[src/rtl/mul_seq_param_if.sv]
// ----------------------------------------------------------------------------
// mul_seq_param_if
//   Request/result bundle between the ALU decoder and the sequential
//   multiplier.
//
//   Handshake: the decoder raises start together with dtype/M/Q. A request
//   is taken only while the multiplier is idle (busy=0) and only for a
//   recognised dtype; otherwise it is dropped, never queued. done is a
//   one-cycle pulse marking result valid; result then holds until the next
//   done.
//
//   Signals (master = requester, slave = multiplier)
//     start   m->s  1        request strobe
//     dtype   m->s  4        operation code
//     M       m->s  WIDTH    multiplicand
//     Q       m->s  WIDTH    multiplier
//     busy    s->m  1        operation in progress
//     done    s->m  1        result valid pulse
//     result  s->m  2*WIDTH  full-width product
// ----------------------------------------------------------------------------
interface mul_seq_param_if #(
    parameter int WIDTH = 16
);
    logic                 start;
    logic [3:0]           dtype;
    logic [WIDTH-1:0]     M;
    logic [WIDTH-1:0]     Q;
    logic                 busy;
    logic                 done;
    logic [2*WIDTH-1:0]   result;

    modport master (
        output start, dtype, M, Q,
        input  busy, done, result
    );

    modport slave (
        input  start, dtype, M, Q,
        output busy, done, result
    );
endinterface

[src/rtl/mul_seq_param.sv]
// ----------------------------------------------------------------------------
// mul_seq_param
//   Sequential WIDTH x WIDTH multiplier for the calculator ALU. One
//   partial-product step per clock: plain shift-add for unsigned operands,
//   radix-2 Booth for two's-complement operands. Product is 2*WIDTH bits.
//
//   Ports
//     clk      in   1    system clock, rising edge
//     n_rst    in   1    asynchronous active-low reset
//     bus      slave     request/result bundle (mul_seq_param_if)
//     o_state  out  2    FSM state (0 IDLE, 1 CALC, 2 DONE) for observation
// ----------------------------------------------------------------------------
module mul_seq_param #(
    parameter int         WIDTH  = 16,
    parameter logic [3:0] DT_UNS = 4'h1,
    parameter logic [3:0] DT_SGN = 4'h2
) (
    input  logic                    clk,
    input  logic                    n_rst,
    mul_seq_param_if.slave          bus,
    output logic [1:0]              o_state
);

    localparam int CW = $clog2(WIDTH + 1);

    typedef enum logic [1:0] {
        S_IDLE = 2'd0,
        S_CALC = 2'd1,
        S_DONE = 2'd2
    } state_t;

    state_t              r_state;
    state_t              w_state_next;

    // acc carries one extra bit so Booth never overflows (covers
    // (-2^(W-1)) * (-2^(W-1))) and the unsigned carry has somewhere to live.
    logic [WIDTH:0]      r_acc;
    logic [WIDTH-1:0]    r_q;
    logic                r_qm1;
    logic [WIDTH-1:0]    r_m;
    logic [CW-1:0]       r_cnt;
    logic                r_sgn;
    logic [2*WIDTH-1:0]  r_result;

    logic                w_accept;
    logic                w_last;
    logic [WIDTH:0]      w_m_ext;
    logic [WIDTH:0]      w_sum;
    logic [WIDTH:0]      w_acc_next;
    logic [WIDTH-1:0]    w_q_next;

    assign w_accept = (r_state == S_IDLE) && bus.start &&
                      ((bus.dtype == DT_UNS) || (bus.dtype == DT_SGN));
    assign w_last   = (r_cnt == CW'(1));

    // ---------------- FSM: state register ----------------
    always_ff @(posedge clk or negedge n_rst) begin
        if (!n_rst) begin
            r_state <= S_IDLE;
        end else begin
            r_state <= w_state_next;
        end
    end

    // ---------------- FSM: next state ----------------
    always_comb begin
        w_state_next = r_state;
        case (r_state)
            S_IDLE:  if (w_accept) w_state_next = S_CALC;
            S_CALC:  if (w_last)   w_state_next = S_DONE;
            S_DONE:  w_state_next = S_IDLE;
            default: w_state_next = S_IDLE;
        endcase
    end

    // ---------------- FSM: outputs ----------------
    always_comb begin
        bus.busy = 1'b0;
        bus.done = 1'b0;
        case (r_state)
            S_CALC:  bus.busy = 1'b1;
            S_DONE:  begin
                bus.busy = 1'b1;
                bus.done = 1'b1;
            end
            default: ;
        endcase
    end

    assign bus.result = r_result;
    assign o_state    = r_state;

    // ---------------- step datapath ----------------
    // Unsigned: add M when q[0]=1, acc[WIDTH] is always 0 so the sum's top
    // bit is the carry and a logical shift moves it in.
    // Signed: Booth pair {q[0],q_m1} picks -M / +M / nothing, then an
    // arithmetic shift of {acc,q,q_m1}.
    always_comb begin
        w_m_ext = r_sgn ? {r_m[WIDTH-1], r_m} : {1'b0, r_m};
        w_sum   = r_acc;
        if (r_sgn) begin
            if (r_q[0] && !r_qm1)      w_sum = r_acc - w_m_ext;
            else if (!r_q[0] && r_qm1) w_sum = r_acc + w_m_ext;
        end else if (r_q[0]) begin
            w_sum = r_acc + w_m_ext;
        end
        w_acc_next = {r_sgn & w_sum[WIDTH], w_sum[WIDTH:1]};
        w_q_next   = {w_sum[0], r_q[WIDTH-1:1]};
    end

    always_ff @(posedge clk or negedge n_rst) begin
        if (!n_rst) begin
            r_acc    <= '0;
            r_q      <= '0;
            r_qm1    <= 1'b0;
            r_m      <= '0;
            r_cnt    <= '0;
            r_sgn    <= 1'b0;
            r_result <= '0;
        end else if (w_accept) begin
            r_m   <= bus.M;
            r_q   <= bus.Q;
            r_acc <= '0;
            r_qm1 <= 1'b0;
            r_cnt <= CW'(WIDTH);
            r_sgn <= (bus.dtype == DT_SGN);
        end else if (r_state == S_CALC) begin
            r_acc <= w_acc_next;
            r_q   <= w_q_next;
            r_qm1 <= r_q[0];
            r_cnt <= r_cnt - CW'(1);
            // Final step lands straight in result as DONE is entered.
            if (w_last) begin
                r_result <= {w_acc_next[WIDTH-1:0], w_q_next};
            end
        end
    end

endmodule

[src/flat_wrapper.sv]
// flat-port wrapper written by rule: the top's interface ports become plain ports
module mul_seq_param_flat 
#(
    parameter int         WIDTH  = 16,
    parameter logic [3:0] DT_UNS = 4'h1,
    parameter logic [3:0] DT_SGN = 4'h2
)
  (clk, n_rst, o_state, bus_start, bus_dtype, bus_M, bus_Q, bus_busy, bus_done, bus_result);
  mul_seq_param_if #(.WIDTH(WIDTH)) bus_i ();
  input  logic clk;
  input  logic n_rst;
  output logic [1:0] o_state;
  input wire logic [$bits(bus_i.start)-1:0] bus_start;
  input wire logic [$bits(bus_i.dtype)-1:0] bus_dtype;
  input wire logic [$bits(bus_i.M)-1:0] bus_M;
  input wire logic [$bits(bus_i.Q)-1:0] bus_Q;
  output wire logic [$bits(bus_i.busy)-1:0] bus_busy;
  output wire logic [$bits(bus_i.done)-1:0] bus_done;
  output wire logic [$bits(bus_i.result)-1:0] bus_result;
  assign bus_i.start = bus_start;
  assign bus_i.dtype = bus_dtype;
  assign bus_i.M = bus_M;
  assign bus_i.Q = bus_Q;
  assign bus_busy = bus_i.busy;
  assign bus_done = bus_i.done;
  assign bus_result = bus_i.result;
  mul_seq_param #(.WIDTH(WIDTH), .DT_UNS(DT_UNS), .DT_SGN(DT_SGN)) u_core (.clk(clk), .n_rst(n_rst), .bus(bus_i), .o_state(o_state));
endmodule
[config.mk]
export PLATFORM = sky130hd
export DESIGN_NAME = mul_seq_param_flat
export DESIGN_NICKNAME = d
export VERILOG_FILES = /design/src/rtl/mul_seq_param_if.sv /design/src/rtl/mul_seq_param.sv /design/src/flat_wrapper.sv
export SDC_FILE = /design/constraint.sdc
export NUM_CORES = 1
export LEC_CHECK = 0
export ABC_AREA = 1
export CAP_MARGIN = 20
export CELL_PAD_IN_SITES_DETAIL_PLACEMENT = 1
export CELL_PAD_IN_SITES_GLOBAL_PLACEMENT = 1
export CORE_UTILIZATION = 44
export DETAILED_ROUTE_END_ITERATION = 10
export GPL_ROUTABILITY_DRIVEN = 0
export PLACE_DENSITY_LB_ADDON = 0.3
export SYNTH_ARGS = -nofsm -noshare
export SYNTH_HDL_FRONTEND = slang
export SYNTH_SLANG_ARGS = --single-unit
[constraint.sdc]
create_clock -name clk -period 5.2 [get_ports clk]
set_clock_uncertainty 0.2 [all_clocks]
set_input_delay 0.52 -clock clk [delete_from_list [all_inputs] [get_ports clk]]
set_output_delay 0.52 -clock clk [all_outputs]
set_load 0.02 [all_outputs]
; ---- Word level (Yosys, flattened, before mapping)
; Cells that the tools add are included.
[word_totals]
ff_bits = 90
input_bits = 39
out_inout_bits = 36
word_cells = 50
[op_classes]
addsub = 3
n_eq_ne = 7
n_mux = 18
bitwise = 2
reduce_logical = 12
[op_table]
columns = operator, count
row1 = $mux W17, 7
row2 = $mux W16, 2
row3 = $add A17 B17 Y17, 1
row4 = $sub A17 B17 Y17, 1
row5 = $mux W5, 2
row6 = $eq A5 B1 Y1 const B, 1
row7 = $sub A5 B1 Y5 const B, 1
row8 = $eq A4 B1 Y1 const B, 1
row9 = $eq A4 B2 Y1 const B, 1
row10 = $logic_and A1 B1 Y1, 4
row11 = $mux W1, 4
row12 = $mux W2, 2
row13 = $ne A2 B1 Y1 const B, 2
row14 = $pmux W2 S2, 1
row15 = $reduce_and A3 Y1, 1
row16 = $eq A2 B1 Y1 const B, 1
row17 = $eq A2 B2 Y1 const B, 1
row18 = $logic_not A1 Y1, 2
row19 = $logic_not A2 Y1, 1
row20 = $reduce_and A2 Y1, 1
row21 = $reduce_bool A2 Y1, 1
row22 = $reduce_or A2 Y1, 1
row23 = $and A1 B1 Y1, 1
row24 = $logic_or A1 B1 Y1, 1
row25 = $not A1 Y1, 1

; ---- Logic depth before layout (Yosys ltp)
[logic_depth]
word_depth = 8
mapped_depth = 17
depth_no_buf = 16

; ---- Worst setup path after synthesis
; Ideal clock, no wire load.
[synth_timing]
path_type = register to register
start = register u_core.r_acc[0]
end = register u_core.r_acc[13]
setup_time_ns = 0.117
arrival_time_ns = 1.786
required_time_ns = 4.883
slack_ns = 3.098
stages_incl_launch_ff = 14
path_buffers = 0
period_less_slack_ns = 2.102
path_cell_list = dfrtp_1 -> inv_1 -> ha_1 -> fa_1 -> o21ai_1 -> nand4_1 -> nand2_1 -> nand2_1 -> nand3_1 -> nand3_1 -> nand3b_1 -> nand2_1 -> nand2_1 -> nand2_1
[synth_via]
elab_chain_cells = 6
elab_cells_between_ends = 8
classes_between = add/sub (2) / mux (6)
[synth_rtl]
columns = element, line
row1 = "start, declared", mul_seq_param.sv:37  ; logic [WIDTH:0] r_acc;
row2 = "start signal, assigned", mul_seq_param.sv:128  ; r_acc <= w_acc_next;
row3 = $add A17 B17 Y17, "mul_seq_param.sv:103, mul_seq_param.sv:105"
row4 = $mux W17, mul_seq_param.sv:103  ; else if (!r_q[0] && r_qm1) w_sum = r_acc + w_m_ext;
row5 = $mux W17, mul_seq_param.sv:102  ; if (r_q[0] && !r_qm1) w_sum = r_acc - w_m_ext;
row6 = $mux W17 (*), mul_seq_param.sv:101  ; if (r_sgn) begin
row7 = $mux W17 (*), mul_seq_param.sv:127  ; end else if (r_state == S_CALC) begin
row8 = $mux W17 (*), mul_seq_param.sv:120  ; end else if (w_accept) begin
; Mark *: on every way between the ends. The rest lies on a longest branch, timed or not. The select of a mux whose other input is x is not followed.
; A chain may end at the register's enable or synchronous reset.

; ---- Final worst setup path
[layout_timing]
start = register u_core.r_state[0], in the netlist u_core.o_state[0]
end = register u_core.r_result[10], in the netlist u_core.bus.result[10]
[layout_via]
elab_chain_cells = 5
elab_cells_between_ends = 6
classes_between = eq/ne (1) / bitwise (1) / reduce/logical (4)
[layout_rtl]
columns = element, line
row1 = "start, declared", mul_seq_param.sv:32  ; state_t r_state;
row2 = "start signal, assigned", mul_seq_param.sv:61  ; r_state <= w_state_next;
row3 = $logic_not A2 Y1, mul_seq_param.sv:52  ; assign w_accept = (r_state == S_IDLE) && bus.start &&
row4 = $logic_and A1 B1 Y1 (2 in a row), mul_seq_param.sv:52
row5 = $not A1 Y1 (no line), -
row6 = $reduce_and A3 Y1 (no line) (*), -
row7 = "end signal, assigned", mul_seq_param.sv:134  ; r_result <= {w_acc_next[WIDTH-1:0], w_q_next};
row8 = "end, declared", mul_seq_param.sv:43  ; logic [2*WIDTH-1:0] r_result;
; Mark *: on every way between the ends. The rest lies on a longest branch, timed or not.

==> metrics.sh <==
CTSROOTBUFFERMASTER='clkbuf_16'
MIN_PERIOD_PS=3015
TOTALWIRELENGTH_UM=19680
VIA_COUNT_OF_THE_FIRST_GLOBAL_ROUTING_PASS=6194
CRITPATHLAUNCHTYPE='flip-flop'
P_LEAK_uW=0.003693
WORST_HOLD_SLACK_PS=-12.66
FINAL_NET_COUNT=1025
YS_FF_LATCH=90
SLEW_HEADROOM_PCT=46.74
TIMING_HOLD_VIOLATIONS_FINAL=13
STARTING_DENSITY_OF_THE_CORE_PCT=45.23
LAYOUT_CELLS_SIZED_ABOVE_1_PCT=7.256
GRTUSAGETOTAL_PCT=28.32
FIRST_PASS_GRT_WIRE_LENGTH_UM=31860
FRACTION_OF_SYNTHESIS_FLOPS_USING_AN_ASYNCHRONOUS_SET_OR_RESET_PIN_PCT=100.0
FINAL_CELL_COUNT_WITHOUT_FILLERS=1131
FIN_UTIL_PCT=53.28
P_PER_AREA_mW_PER_MM2=797.9
TIMING.MAX_CAP.VIOLATIONS=0
NUMBER_OF_ENABLE_FLIP_FLOP_CELLS_AFTER_SYNTHESIS=0
RSZ0062_AT_GRT='no'
POST-ROUTE-PERIOD-UTIL_PCT=57.98
SYNTH.DISTINCT_CELLS=39
WORST_EP_REQUIRED_TIME_PS=5240
YOSYS-TOP-CELLS-AREA='dfrtp_1 (36%), nand2_1 (17%), ha_1 (7.6%)'
POST-PLACE-CELLS=1115
AREAGROWTHSYNTHTOFINISH_PCT=17.80
DESIGN.CORE.AREA_MM2=0.01388
CTS_TREE='built'
FIRSTDRTPASSITERS=5
AVGROUTEDWIREPERCELL_UM=17.40
DETAIL_ROUTE.VIAS_PER_CELL=5.319
VIOLATIONS='negative hold slack'
GRT_MAX_DEGREE=53
DRC_VIOLATIONS_LEFT=0
FINAL_ANTENNA_NET_COUNT=0
ANTENNA_FOUND_INITIAL=0
SYNTH-SEQ-AREA-SHARE_PCT=35.87
PORT_BUFFERS=74
CTS_INSERTED_BUFFERS=9
POSTCTSSETUPREPAIRBUFS=0
CRITICAL_PATH_PEAK_FANOUT=52
SYNTHCELLS=892
CLK_LATENCY_PS=350
WORST_HOLD_PATH_TYPE='in2async'
NETLIST.TOP_CELL.BY_AREA='dfrtp_1'
ANTENNA-DIODE-COUNT=0
DP.FINAL_HPWL_UM=14590
HOLD_BUFFERS=0
DRT-INITIAL-DRC-COUNT=280
CLKSLEWWORSTSETUPHOLDPATHS_PS=80
DIE_WIDTH_UM=121.5
FMAX_MHz=331.7
GRT-OVFL-TOTAL=0
END_KIND='flip-flop'
FINAL_SETUP_VIO_COUNT=0
SYNTHESIS.YOSYS.WARNINGS=0
DIE_HEIGHT_UM=121.5
PLACEMENTROWS=43
POSTSYNTHAREAPERCELL_UM2=7.039
VIAS=6016
DOMINANTREGCELLSYNTH='dfrtp_1'
SYNTHESIZED_NETS=971
CTS-ROOT-TO-SINK-BUFFERS=2
CRITPATHARRIVALTIME_PS=3060
FIN_TNS_SETUP_PS=0
TIMING_MAX_TRANSITION_VIOLATIONS_FINAL=0
CTS-RESIZED-GATES=0
YOSYSTOPAREACELLSHARE_PCT=35.87
DIEAREA_MM2=0.01475
CRITICAL_PATH_CLASS='reg2reg'
CLOCK-SINKS=90
CTS.HTREE.LEVELS=3
IO_PINS=75
POST_SYNTHESIS_INSTANCE_AREA_MM2=0.006279
STATUS='complete, but fails checks'
WORST_SLEW_PIN_SLEW_PS=798.1
PEAKVDDDROP_V=0.0003172
[sequential cells by signal, summed over array words and instances (netlist names)]
| register | cells |
|---|---|
| u_core.bus.result | 32 |
| u_core.r_acc | 17 |
| u_core.r_m | 16 |
| u_core.r_q | 16 |
| u_core.r_cnt | 5 |
| u_core.o_state | 2 |
| u_core.r_qm1 | 1 |
| u_core.r_sgn | 1 |
[logic make-up after synthesis]
| kind of cell | synth area share, % |
|---|---|
| AO/OA/AOI/OAI | 14.31 |
| AND/OR/NAND/NOR | 30.65 |
| adder cells (fa/ha/maj) | 8.211 |
| XOR/XNOR | 0.9765 |
| flip-flops | 35.87 |
| buffers and inverters | 9.984 |
[critical path, cell delays in order (launching register included)]
cell	delay, ps
dfrtp_1	370
inv_1	100
ha_1	250
nand2_1	80
nor3_2	50
nand2_2	150
inv_2	80
nor2_4	300
inv_2	290
nor2_4	370
inv_4	270
o21ai_1	330
[cell usage after synthesis (6+ instances only)]
cell,instances
nand3_2,6
inv_2,14
a21oi_2,6
o21ai_0,51
nand3_1,71
ha_1,38
o22ai_1,7
dfrtp_1,90
o21ai_1,27
nand4_1,7
a21oi_1,36
clkbuf_1,8
nor2_1,54
nand2_2,9
nand2_1,279
xor2_1,6
o221ai_1,14
buf_2,22
inv_1,102
[area by class of cell]
type	instances	area (um2)
flip-flops and latches	90	2252
repair buffers	78	768.2
clock buffers	9	225.2
well taps	180	225.2
clock inverters	7	83.83
multi-input cells	650	3400
fillers	1809	6485
inverters	117	441.7
[routing by layer]
metal	global-route usage (%)	vias to the layer above	routed length, um
li1	-	2977	-
met1	37.80	2897	9334
met2	47.34	118	9269
met3	4.605	24	730
met4	7.330	0	345
met5	0	-	0
[report_power, final]
group,switching (uW),internal [uW],leakage [uW]
logic,2550,1310,0.00245
clock network,324,383,0.000149
registers,301,1030,0.00109
[final timing paths]
| kind | cells past startpoint | start | to | slack, ps |
|---|---|---|---|---|
| hold / removal | 1 | n_rst | u_core.r_m[3] | -10 |
| max in group asynchronous | 2 | n_rst | u_core.bus.result[2] | 3790 |
| setup reg to reg | 11 | u_core.o_state[0] | u_core.bus.result[10] | 2190 |
| hold reg to reg | 2 | u_core.bus.result[30] | u_core.bus.result[30] | 290 |
| min in group clk | 2 | u_core.bus.result[30] | u_core.bus.result[30] | 290 |
| setup / recovery | 11 | u_core.o_state[0] | u_core.bus.result[10] | 2190 |
[through the flow]
| stage | total power [uW] | cell area, um2 | setup slack (ps) |
|---|---|---|---|
| after floorplan | 3983 | 6279 | 3098 |
| after global placement | 5007 | 7087 | 2008 |
| after detailed placement | 5126 | 7087 | 1938 |
| after CTS | 5899 | 7396 | 2166 |
| after global routing | 6422 | 7396 | 1899 |
| final | 5901 | 7396 | 2185 |
[placed cells by master (no fill, tap or decap), drive strengths merged]
| cell type | Yosys | layout |
|---|---|---|
| nand2 | 288 | 288 |
| inv | 117 | 121 |
| dfrtp | 90 | 90 |
| o21ai | 80 | 80 |
| nand3 | 77 | 77 |
| clkdlybuf4s50 | 0 | 73 |
| nor2 | 60 | 60 |
| a21oi | 42 | 42 |
| ha | 38 | 38 |
| o221ai | 14 | 14 |
| clkbuf | 8 | 9 |
| o22ai | 7 | 7 |
| nand4 | 7 | 7 |
| xor2 | 6 | 6 |
| nor3 | 6 | 6 |
| nand3b | 5 | 5 |
| o211ai | 5 | 5 |
| buf | 27 | 5 |
| o21bai | 4 | 4 |
| or2 | 3 | 3 |
| a31oi | 2 | 2 |
| fa | 2 | 2 |
| and2 | 2 | 2 |
| xnor2 | 1 | 1 |
| o21a | 1 | 1 |
| clkinv | 0 | 1 |
| bufinv | 0 | 1 |
| clkinvlp | 0 | 1 |
Power figures use the tool's default switching activity.
